`src/rtl/instr_decode_if.sv`:
```
// Fetch/decode/execute bus of the instruction decode stage.
// The decode stage uses the slave modport; the fetch/execute side uses master.
interface instr_decode_if #(
   parameter int cDataWidth     = 32,
   parameter int cStallCntWidth = 16
);
   typedef struct packed {
      logic       en;
      logic [4:0] addr;
   } tRegControl;

   logic [31:0]               iInstr;
   logic [31:0]               iPc;
   logic                      iInstrValid;
   logic                      oInstrReady;
   logic                      iFlush;
   tRegControl                rs1Cntrl;
   tRegControl                rs2Cntrl;
   logic                      oDecValid;
   logic                      iExReady;
   logic [31:0]               oPc;
   logic [6:0]                oOpcode;
   logic [2:0]                oFunct3;
   logic [6:0]                oFunct7;
   logic [4:0]                oRdAddr;
   logic                      oRdWe;
   logic [cDataWidth-1:0]     oImm;
   logic                      oIllegal;
   logic [cStallCntWidth-1:0] oStallCnt;

   modport slave (
      input  iInstr, iPc, iInstrValid, iFlush, iExReady,
      output oInstrReady, rs1Cntrl, rs2Cntrl, oDecValid, oPc, oOpcode,
             oFunct3, oFunct7, oRdAddr, oRdWe, oImm, oIllegal, oStallCnt
   );

   modport master (
      output iInstr, iPc, iInstrValid, iFlush, iExReady,
      input  oInstrReady, rs1Cntrl, rs2Cntrl, oDecValid, oPc, oOpcode,
             oFunct3, oFunct7, oRdAddr, oRdWe, oImm, oIllegal, oStallCnt
   );
endinterface

```
`src/rtl/instr_decode.sv`:
```
// RV32I decode stage: register-file read controls in the accept cycle, registered
// decoded fields one cycle later, load-use bubble insertion and a stall counter.
module instr_decode #(
   parameter int cDataWidth     = 32,
   parameter int cStallCntWidth = 16
) (
   input logic           iClk,
   input logic           iRst,
   instr_decode_if.slave bus
);
   localparam logic [6:0] OP_LUI    = 7'b0110111;
   localparam logic [6:0] OP_AUIPC  = 7'b0010111;
   localparam logic [6:0] OP_JAL    = 7'b1101111;
   localparam logic [6:0] OP_JALR   = 7'b1100111;
   localparam logic [6:0] OP_BRANCH = 7'b1100011;
   localparam logic [6:0] OP_LOAD   = 7'b0000011;
   localparam logic [6:0] OP_STORE  = 7'b0100011;
   localparam logic [6:0] OP_IMM    = 7'b0010011;
   localparam logic [6:0] OP_OP     = 7'b0110011;
   localparam logic [6:0] OP_FENCE  = 7'b0001111;
   localparam logic [6:0] OP_SYSTEM = 7'b1110011;

   typedef enum logic [2:0] {FMT_R, FMT_I, FMT_S, FMT_B, FMT_U, FMT_J, FMT_BAD} fmt_e;

   logic [31:0]        instr;
   fmt_e               fmt;
   logic signed [31:0] imm32;
   logic               rs1_use;
   logic               rs2_use;
   logic               rd_we;
   logic               hazard;
   logic               ready;
   logic               acc;

   logic                      dec_valid_q, dec_valid_d;
   logic [31:0]               pc_q, pc_d;
   logic [6:0]                opcode_q, opcode_d;
   logic [2:0]                funct3_q, funct3_d;
   logic [6:0]                funct7_q, funct7_d;
   logic [4:0]                rd_addr_q, rd_addr_d;
   logic                      rd_we_q, rd_we_d;
   logic [cDataWidth-1:0]     imm_q, imm_d;
   logic                      illegal_q, illegal_d;
   logic [cStallCntWidth-1:0] stall_cnt_q, stall_cnt_d;

   assign instr = bus.iInstr;

   // FENCE and SYSTEM are legal base opcodes and decode as I-type.
   always_comb begin
      fmt = FMT_BAD;
      case (instr[6:0])
         OP_OP:                                        fmt = FMT_R;
         OP_IMM, OP_LOAD, OP_JALR, OP_FENCE, OP_SYSTEM: fmt = FMT_I;
         OP_STORE:                                     fmt = FMT_S;
         OP_BRANCH:                                    fmt = FMT_B;
         OP_LUI, OP_AUIPC:                             fmt = FMT_U;
         OP_JAL:                                       fmt = FMT_J;
         default:                                      fmt = FMT_BAD;
      endcase

      imm32 = '0;
      case (fmt)
         FMT_I:   imm32 = {{20{instr[31]}}, instr[31:20]};
         FMT_S:   imm32 = {{20{instr[31]}}, instr[31:25], instr[11:7]};
         FMT_B:   imm32 = {{20{instr[31]}}, instr[7], instr[30:25], instr[11:8], 1'b0};
         FMT_U:   imm32 = {instr[31:12], 12'b0};
         FMT_J:   imm32 = {{12{instr[31]}}, instr[19:12], instr[20], instr[30:21], 1'b0};
         default: imm32 = '0;
      endcase

      rs1_use = bus.iInstrValid && (fmt inside {FMT_R, FMT_I, FMT_S, FMT_B});
      rs2_use = bus.iInstrValid && (fmt inside {FMT_R, FMT_S, FMT_B});
      rd_we   = (fmt inside {FMT_R, FMT_I, FMT_U, FMT_J}) && (instr[11:7] != 5'd0);
   end

   // The hazard compares against the raw (pre-accept) enables to avoid a loop through ready.
   always_comb begin
      hazard = dec_valid_q && (opcode_q == OP_LOAD) && (rd_addr_q != 5'd0) &&
               ((rs1_use && (instr[19:15] == rd_addr_q)) ||
                (rs2_use && (instr[24:20] == rd_addr_q)));
      ready  = !iRst && !bus.iFlush && !hazard && (!dec_valid_q || bus.iExReady);
      acc    = bus.iInstrValid && ready;

      bus.oInstrReady   = ready;
      bus.rs1Cntrl.en   = rs1_use && acc;
      bus.rs1Cntrl.addr = (rs1_use && acc) ? instr[19:15] : 5'd0;
      bus.rs2Cntrl.en   = rs2_use && acc;
      bus.rs2Cntrl.addr = (rs2_use && acc) ? instr[24:20] : 5'd0;
   end

   always_comb begin
      dec_valid_d = dec_valid_q;
      pc_d        = pc_q;
      opcode_d    = opcode_q;
      funct3_d    = funct3_q;
      funct7_d    = funct7_q;
      rd_addr_d   = rd_addr_q;
      rd_we_d     = rd_we_q;
      imm_d       = imm_q;
      illegal_d   = illegal_q;
      stall_cnt_d = stall_cnt_q;

      if (bus.iFlush) begin
         dec_valid_d = 1'b0;
      end else if (acc) begin
         dec_valid_d = 1'b1;
         pc_d        = bus.iPc;
         opcode_d    = instr[6:0];
         funct3_d    = instr[14:12];
         funct7_d    = instr[31:25];
         rd_we_d     = rd_we;
         rd_addr_d   = rd_we ? instr[11:7] : 5'd0;
         imm_d       = cDataWidth'(imm32);
         illegal_d   = (fmt == FMT_BAD);
      end else if (dec_valid_q && bus.iExReady) begin
         dec_valid_d = 1'b0;
      end

      if (bus.iInstrValid && hazard && !bus.iFlush && (stall_cnt_q != '1)) begin
         stall_cnt_d = stall_cnt_q + cStallCntWidth'(1);
      end
   end

   always_ff @(posedge iClk) begin
      if (iRst) begin
         dec_valid_q <= 1'b0;
         pc_q        <= '0;
         opcode_q    <= '0;
         funct3_q    <= '0;
         funct7_q    <= '0;
         rd_addr_q   <= '0;
         rd_we_q     <= 1'b0;
         imm_q       <= '0;
         illegal_q   <= 1'b0;
         stall_cnt_q <= '0;
      end else begin
         dec_valid_q <= dec_valid_d;
         pc_q        <= pc_d;
         opcode_q    <= opcode_d;
         funct3_q    <= funct3_d;
         funct7_q    <= funct7_d;
         rd_addr_q   <= rd_addr_d;
         rd_we_q     <= rd_we_d;
         imm_q       <= imm_d;
         illegal_q   <= illegal_d;
         stall_cnt_q <= stall_cnt_d;
      end
   end

   assign bus.oDecValid = dec_valid_q;
   assign bus.oPc       = pc_q;
   assign bus.oOpcode   = opcode_q;
   assign bus.oFunct3   = funct3_q;
   assign bus.oFunct7   = funct7_q;
   assign bus.oRdAddr   = rd_addr_q;
   assign bus.oRdWe     = rd_we_q;
   assign bus.oImm      = imm_q;
   assign bus.oIllegal  = illegal_q;
   assign bus.oStallCnt = stall_cnt_q;
endmodule

```
`src/flat_wrapper.sv`:
```
// flat-port wrapper written by rule: the top's interface ports become plain ports
module instr_decode_flat 
#(
   parameter int cDataWidth     = 32,
   parameter int cStallCntWidth = 16
)
  (iClk, iRst, bus_iInstr, bus_iPc, bus_iInstrValid, bus_iFlush, bus_iExReady, bus_oInstrReady, bus_rs1Cntrl, bus_rs2Cntrl, bus_oDecValid, bus_oPc, bus_oOpcode, bus_oFunct3, bus_oFunct7, bus_oRdAddr, bus_oRdWe, bus_oImm, bus_oIllegal, bus_oStallCnt);
  instr_decode_if #(.cDataWidth(cDataWidth), .cStallCntWidth(cStallCntWidth)) bus_i ();
  input logic iClk;
  input logic iRst;
  input wire logic [$bits(bus_i.iInstr)-1:0] bus_iInstr;
  input wire logic [$bits(bus_i.iPc)-1:0] bus_iPc;
  input wire logic [$bits(bus_i.iInstrValid)-1:0] bus_iInstrValid;
  input wire logic [$bits(bus_i.iFlush)-1:0] bus_iFlush;
  input wire logic [$bits(bus_i.iExReady)-1:0] bus_iExReady;
  output wire logic [$bits(bus_i.oInstrReady)-1:0] bus_oInstrReady;
  output wire logic [$bits(bus_i.rs1Cntrl)-1:0] bus_rs1Cntrl;
  output wire logic [$bits(bus_i.rs2Cntrl)-1:0] bus_rs2Cntrl;
  output wire logic [$bits(bus_i.oDecValid)-1:0] bus_oDecValid;
  output wire logic [$bits(bus_i.oPc)-1:0] bus_oPc;
  output wire logic [$bits(bus_i.oOpcode)-1:0] bus_oOpcode;
  output wire logic [$bits(bus_i.oFunct3)-1:0] bus_oFunct3;
  output wire logic [$bits(bus_i.oFunct7)-1:0] bus_oFunct7;
  output wire logic [$bits(bus_i.oRdAddr)-1:0] bus_oRdAddr;
  output wire logic [$bits(bus_i.oRdWe)-1:0] bus_oRdWe;
  output wire logic [$bits(bus_i.oImm)-1:0] bus_oImm;
  output wire logic [$bits(bus_i.oIllegal)-1:0] bus_oIllegal;
  output wire logic [$bits(bus_i.oStallCnt)-1:0] bus_oStallCnt;
  assign bus_i.iInstr = bus_iInstr;
  assign bus_i.iPc = bus_iPc;
  assign bus_i.iInstrValid = bus_iInstrValid;
  assign bus_i.iFlush = bus_iFlush;
  assign bus_i.iExReady = bus_iExReady;
  assign bus_oInstrReady = bus_i.oInstrReady;
  assign bus_rs1Cntrl = bus_i.rs1Cntrl;
  assign bus_rs2Cntrl = bus_i.rs2Cntrl;
  assign bus_oDecValid = bus_i.oDecValid;
  assign bus_oPc = bus_i.oPc;
  assign bus_oOpcode = bus_i.oOpcode;
  assign bus_oFunct3 = bus_i.oFunct3;
  assign bus_oFunct7 = bus_i.oFunct7;
  assign bus_oRdAddr = bus_i.oRdAddr;
  assign bus_oRdWe = bus_i.oRdWe;
  assign bus_oImm = bus_i.oImm;
  assign bus_oIllegal = bus_i.oIllegal;
  assign bus_oStallCnt = bus_i.oStallCnt;
  instr_decode #(.cDataWidth(cDataWidth), .cStallCntWidth(cStallCntWidth)) u_core (.iClk(iClk), .iRst(iRst), .bus(bus_i));
endmodule
```
`config.mk`:
```
export PLATFORM = sky130hd
export DESIGN_NAME = instr_decode_flat
export DESIGN_NICKNAME = d
export VERILOG_FILES = /design/src/rtl/instr_decode_if.sv /design/src/rtl/instr_decode.sv /design/src/flat_wrapper.sv
export SDC_FILE = /design/constraint.sdc
export NUM_CORES = 1
export LEC_CHECK = 0
export CORE_ASPECT_RATIO = 1.2
export CORE_MARGIN = 4
export CORE_UTILIZATION = 47
export CTS_CLUSTER_DIAMETER = 150
export DETAILED_ROUTE_END_ITERATION = 16
export PLACE_DENSITY = 0.82
export REMOVE_ABC_BUFFERS = 1
export SETUP_SLACK_MARGIN = 0.2
export SYNTH_ARGS = -nofsm -noshare
export SYNTH_HDL_FRONTEND = slang
export SYNTH_SLANG_ARGS = --single-unit
```
`constraint.sdc`:
```
create_clock -name iClk -period 14.2 [get_ports iClk]
set_clock_uncertainty 0.05 [all_clocks]
set_input_delay 3.55 -clock iClk [delete_from_list [all_inputs] [get_ports iClk]]
set_output_delay 3.55 -clock iClk [all_outputs]
set_load 0.02 [all_outputs]
```
==> metrics, run 1 <==
r2r worst-path depth=8; mux share of post-synthesis cell area=0.002350; largest family of logic cells by synthesized area=simple AND/OR/NAND/NOR gates; Slew Viols, Final=0; layout cells sized above 1=0.05376; initial core utilization=0.4786; hold buffers post-CTS=0; XOR/XNOR Fraction of Synth Area=0.04205; clk root buf=clkbuf_16; Die W=100.2 µm; Leak=0.002363 µW; hold path cells=2; Cell variety after synth=58; RSZ-0062 raised after global routing=no; drt pass-1 iters=5; routed len/inst=16.52 µm; CP delay by family, top=simple AND/OR/NAND/NOR gates; crit path max-delay cell type=o21a_1; CTS sink count=105; reg-to-reg startpoint=u_core.bus.oRdAddr[4]; adder-cell share of the synthesized area=0.005223; Seq/Total Area, Yosys=0.4388; Die H=118.6 µm; Die Footprint=0.01188 mm²; Peak VDD IR=0.05273 mV; total negative slack=0 ns; diode count=0; WS Path Type=in2out; slowest cell delay on critical path=0.73 ns; fin crit share=0.7846; number of buffers created by CTS=9; Critical Path Fanout Max=18; area growth from synthesis to layout=45.83%; Hold WS=0.4074 ns; Final setup viols=0; Primary FF master, synth=dfxtp_1; Max-Slew Margin vs Limit=0.3761; Buffers on Ports=186; wirelength, routed=14370 µm; hold endpoint=u_core.bus.oFunct7[0]; # resized after CTS=0; CTS tree=done; Slew @ Worst Pin=0.9358 ns; worst min-delay path category=reg2reg; number of global-route vias before repair=4419; Synth Area in Compound Gates=0.1692; synthesis-stage register bit count=105; Core Box Area=0.01001 mm²; antenna violations before repair=0; Avg Inst Size Synth=8.289 µm²; R2R Setup Slk=10.61 ns; crit-path cells=clkdlybuf4s50_1 > nor3b_1 > o2111ai_4 > ha_1 > nand4bb_1 > nand3_2 > o21a_1 > nor2_1 > nor2_1 > and2_1 > clkdlybuf4s50_1; Hold Vio Cnt, Final=0; gp weighted congestion=0.8044; synthesized area=0.004791 mm²; fin nets=810; antenna-violating nets left=0; CP required=10.60 ns; Startpoint Class=input port; R2R Path End=u_core.bus.oPc[19]; total track usage=0.2328; Final HPWL DP=10090 µm; number of max-cap violations=0; grt ovf=0; DRC Markers=0; H-tree lvl count=3; Post-Syn Instances=578; FMAX=0.08976 GHz; simple-gate share of the synthesized area=0.3019; I/O pins=187; Worst Hold Launch=u_core.bus.oFunct7[0]; WP buf/inv=2; row count=40; Post-synth EDFFs=0; Setup Buffers After CTS=0; via count=4766; first-pass GRT wire length=22430 µm; Cell Pwr Density=91.10 mW/mm²; Initial DRC Count=317; Final Critical Period=11.14 ns; crit path DAT=7.54 ns; Async S/R FF share, synth=0; Clock Tree Buf Depth=2; status=finished, final reports clean; Reg clk slew, reported paths=0.07 ns; yosys warns=0; largest net degree at the start of global routing=98; vias per cell=5.478; critical path capture point type=output port; Worst-Skew Late Latency=0.35 ns
-- worst register-to-register path: stages (launching register included) --
cell and delay [ns]:
dfxtp_1 0.46, xor2_1 0.11, nor3_1 0.21, nand3_1 0.17, o21a_1 0.53, o31ai_4 0.75, buf_4 0.85, nand2_1 0.19
a21oi_1 0.21
-- cell type report --
type / instances / area [µm²]
Fill cell: 801 / 3023
Clock buffer: 11 / 242.7
Clock inverter: 5 / 70.07
Timing Repair Buffer: 190 / 1889
Sequential cell: 105 / 2102
Tap cell: 126 / 157.7
Inverter: 4 / 15.01
Multi-Input combinational cell: 429 / 2510
-- metal layers --
layer  vias up  global-route usage  wire length, µm
met2       168              0.3814             7062
met5         -                   0                0
met1      2234              0.2954             5970
li1       2335                   -                -
met3        29             0.06139              963
met4         0             0.07582              374
-- layout by cell type, fill, tap and decap left out, types with 3 or more instances in the layout --
master           count
clkbuf_16            9
nor3_2               4
o31ai_1             24
nor2b_1              3
buf_4                5
nand3_1             20
inv_1                4
nor4_1               4
nand3b_1            37
nand2_1            125
a22oi_1              5
nand4_1              3
nor2_1              33
clkdlybuf4s50_1    185
o21ai_0              7
xnor2_1             17
and2_1              11
nor3_1              11
dfxtp_1            105
nor3b_1              4
and3_1               3
xor2_1               6
a21oi_1             74
-- cells by family (layout without fill, tap and decap cells) --
group	after synthesis	after routing
buffers and inverters	44	210
and+or+nand+nor	275	275
AOI/OAI and AO/OA	128	128
DFF	105	105
xor gates and xnor gates	23	23
adders and majority gates	2	2
muxes	1	1
-- state kept, by name (all words and copies together), names as in the netlist --
name / cells
u_core.bus.oImm: 32
u_core.bus.oDecValid: 1
u_core.bus.oRdAddr: 5
u_core.bus.oFunct3: 3
u_core.bus.oPc: 32
u_core.bus.oIllegal: 1
u_core.bus.oOpcode: 7
u_core.bus.oRdWe: 1
u_core.bus.oStallCnt: 16
u_core.bus.oFunct7: 7
-- cell usage after synthesis (2+ instances only) --
library cell,count,share of area
nor3_2,4,0.0084
o21ai_0,7,0.0073
xor2_1,6,0.011
nand4_1,3,0.0039
and3_1,3,0.0039
clkbuf_1,25,0.020
a21boi_0,2,0.0031
ha_1,2,0.0052
dfxtp_1,105,0.44
nor4_1,4,0.0052
nor3_1,11,0.011
nand3_1,20,0.021
a22oi_1,5,0.0078
buf_2,11,0.011
o31ai_1,24,0.038
nor3b_1,4,0.0063
nor2b_1,3,0.0039
nand3b_1,37,0.058
nor4_2,2,0.0052
inv_1,4,0.0031
xnor2_1,17,0.031
nor2_1,33,0.026
nor4b_2,2,0.0063
buf_4,2,0.0031
o21a_1,2,0.0031
nand2_1,125,0.098
and2_1,11,0.014
a21oi_1,74,0.077
-- worst max-delay path by stage --
stage,slack (ns),from,endpoint,depth (start not counted)
floorplan,4.51,bus_iInstr[3],bus_oInstrReady,8
global placement,3.24,bus_iInstr[6],bus_rs1Cntrl[2],11
detailed placement,3.06,bus_iInstr[6],bus_rs1Cntrl[2],11
CTS,3.05,bus_iInstr[6],bus_rs1Cntrl[2],11
global route,2.80,bus_iInstr[6],bus_rs1Cntrl[2],11
finish,3.06,bus_iInstr[6],bus_rs1Cntrl[2],11
-- power by group --
group          switching, µW  internal [µW]  total, µW
Clock                    118            145        263
Combinational           36.8           34.8       71.6
Sequential              2.76            299        302
-- metrics by stage --
| step | instances | util | setup WS (ns) | cell area [µm²] | total power, µW |
|---|---|---|---|---|---|
| 2_1_floorplan | 538 | - | 4.510 | 4612 | 335.6 |
| 3_5_place_dp | 854 | 0.6668 | 3.055 | 6674 | 380.3 |
| 6_report | 870 | 0.6980 | 3.059 | 6987 | 636.5 |
| 4_1_cts | 870 | 0.6980 | 3.049 | 6987 | 639.2 |
| 3_3_place_gp | 854 | 0.6668 | 3.237 | 6674 | 378.3 |
| 5_1_grt | 870 | 0.6980 | 2.802 | 6987 | 659.4 |
Note: power is estimated with default switching activity, not from simulation.
==> run 2, diff against run 1 <==
--- a/config.mk
+++ b/config.mk
@@ -7,10 +7,10 @@
 export LEC_CHECK = 0
 export CORE_ASPECT_RATIO = 1.2
 export CORE_MARGIN = 4
-export CORE_UTILIZATION = 47
+export CORE_UTILIZATION = 44
 export CTS_CLUSTER_DIAMETER = 150
 export DETAILED_ROUTE_END_ITERATION = 16
-export PLACE_DENSITY = 0.82
+export PLACE_DENSITY = 0.78
 export REMOVE_ABC_BUFFERS = 1
 export SETUP_SLACK_MARGIN = 0.2
 export SYNTH_ARGS = -nofsm -noshare
==> constraint.sdc (replaced) <==
create_clock -name iClk -period 10.7 [get_ports iClk]
set_clock_uncertainty 0.05 [all_clocks]
set_input_delay 2.675 -clock iClk [delete_from_list [all_inputs] [get_ports iClk]]
set_output_delay 2.675 -clock iClk [all_outputs]
set_load 0.02 [all_outputs]
==> metrics, run 2 (synthesis results as in run 1) <==
Worst-Skew Late Latency=0.34 ns (about the same); I/O pins=187 (unchanged); gp weighted congestion=0.9247 (+15%); RSZ-0062 raised after global routing=no; Clock Tree Buf Depth=2 (unchanged); Initial DRC Count=234 (-26%); Buffers on Ports=186 (unchanged); total track usage=0.2216 (-0.01120); worst setup path startpoint=bus_iInstr[6]; Final HPWL DP=10220 µm (+1.2%); # resized after CTS=0 (unchanged); Max-Slew Margin vs Limit=0.3181 (-0.05803); critical path capture point type=output port; antenna violations before repair=0 (unchanged); Final setup viols=0 (unchanged); CTS tree=done; number of global-route vias before repair=4489 (+1.6%); largest net degree at the start of global routing=109 (+11%); Final Critical Period=9.450 ns; Critical Path Fanout Max=18 (unchanged); reg-to-reg startpoint=u_core.bus.oRdAddr[4]; setup ws final=1.250 ns (-1.809 ns); Peak VDD IR=0.06898 mV (+31%); fin nets=810 (unchanged); initial core utilization=0.4534 (-0.02527); WS Path Type=in2out; CTS sink count=105 (unchanged); number of buffers created by CTS=9 (unchanged); Setup Buffers After CTS=0 (unchanged); first-pass GRT wire length=22510 µm (+0.37%); sw power=202.0 µW (+29%); routed len/inst=16.34 µm (-1.1%); r2r worst-path depth=8 (unchanged); Comb pwr share=0.114 (+0.002); Die H=122.3 µm (+3.1%); Slew Viols, Final=0 (unchanged); vias per cell=5.393 (-1.6%); Reg clk slew, reported paths=0.07 ns (about the same); layout cells sized above 1=0.05511 (+0.001344); Slew @ Worst Pin=1.023 ns (+0.08705 ns); fin crit share=0.8832; Die Footprint=0.01263 mm² (+6.3%); Hold Vio Cnt, Final=0 (unchanged); clk root buf=clkbuf_16; area post-placement=0.006678 mm² (about the same); diode count=0 (unchanged); commonest non-fill, non-tap cell in the layout=clkdlybuf4s50_1; via count=4708 (-1.2%); drt pass-1 iters=4 (-1); status=finished, final reports clean; Worst Hold Launch=u_core.bus.oPc[19]; hold path cells=2 (unchanged); hold buffers post-CTS=0 (unchanged); CP required=7.98 ns (-2.62 ns); grt ovf=0 (unchanged); wirelength, routed=14260 µm (-0.74%); number of max-cap violations=0 (unchanged); Startpoint Class=input port; row count=41 (+2.5%); Sw Ratio=0.2437 (-0.003263); sequential power share=0.484 (+0.009); antenna-violating nets left=0 (unchanged); Pint=627.1 µW (+31%); DRC Markers=0 (unchanged); Die W=103.3 µm (+3.1%); Core Box Area=0.01057 mm² (+5.6%); Leak=0.002357 µW (-0.27%); crit path DAT=6.73 ns (-0.81 ns); Clk pwr share=0.402 (-0.011); FMAX=0.1058 GHz; H-tree lvl count=3 (unchanged); Cell Pwr Density=118.8 mW/mm² (+30%); worst min-delay path category=reg2reg; leading cell types in the layout, fill and taps excluded=185 x clkdlybuf4s50_1, 125 x nand2_1, 105 x dfxtp_1; area growth from synthesis to layout=45.68%; Placement Setup Slack=1.222 ns (-1.833 ns); fin area=0.006979 mm² (-0.11%); total negative slack=0 ns (unchanged)
-- run 2: cell types whose count changed in the layout (fill, tap and decap cells not counted) --
cell and change:
clkinvlp_4 +1, clkbuf_1 -1, clkinv_2 +2, clkbuf_8 -1, inv_8 -1
-- run 2: final cells by class --
type	count	area, µm²
inverter	4	15.01
timing repair buffer	190	1889
clock inverter	7	76.32
sequential	105	2102
multi-input combinational	429	2510
fill	891	3588
clock buffer	9	225.2
tap	129	161.4
-- run 2: worst paths after layout --
| check | endpoint | slack (ns) |
|---|---|---|
| max reg2reg | u_core.bus.oPc[24] | 7.37 |
| min | u_core.bus.oPc[19] | 0.40 |
| max | bus_rs1Cntrl[0] | 1.25 |
| min reg2reg | u_core.bus.oPc[19] | 0.40 |
-- run 2: through the flow --
stage | power, µW | hold slack, ns | utilization | instances
after floorplan | 445.3 | 0.4784 | - | 538
after global placement | 502.9 | 0.3907 | 0.6319 | 857
after detailed placement | 504.8 | 0.3969 | 0.6319 | 857
after CTS | 836.9 | 0.4068 | 0.6604 | 873
after global routing | 859.9 | 0.4219 | 0.6604 | 873
final | 829.2 | 0.4035 | 0.6604 | 873
-- run 2: routing by layer --
layer | part of all wire | up-vias | routed length (µm) | GRT usage
li1 | - | 2330 | - | -
met1 | 0.42 | 2231 | 6007 | 0.2955
met2 | 0.50 | 136 | 7086 | 0.3543
met3 | 0.076 | 11 | 1082 | 0.06367
met4 | 0.0061 | 0 | 87 | 0.05263
met5 | 0 | - | 0 | 0
-- run 2: power by group through the flow --
stage / clock network (µW) / registers, µW / logic [µW]
2_1_floorplan: 0 / 418 / 27.2
3_3_place_gp: 0 / 410 / 93.2
3_5_place_dp: 0 / 410 / 94.6
4_1_cts: 341 / 401 / 95.0
5_1_grt: 356 / 402 / 102
6_report: 334 / 401 / 94.6
-- run 2: critical path, stage by stage --
cell and delay, ns:
clkdlybuf4s50_1 0.59, nor3b_1 0.42, o2111ai_4 0.20, ha_1 0.34, nand4bb_1 0.23, nand3_2 0.19
o21a_1 0.74, nor2_1 0.09, nor2_1 0.43, and2_1 0.21, clkdlybuf4s50_1 0.61
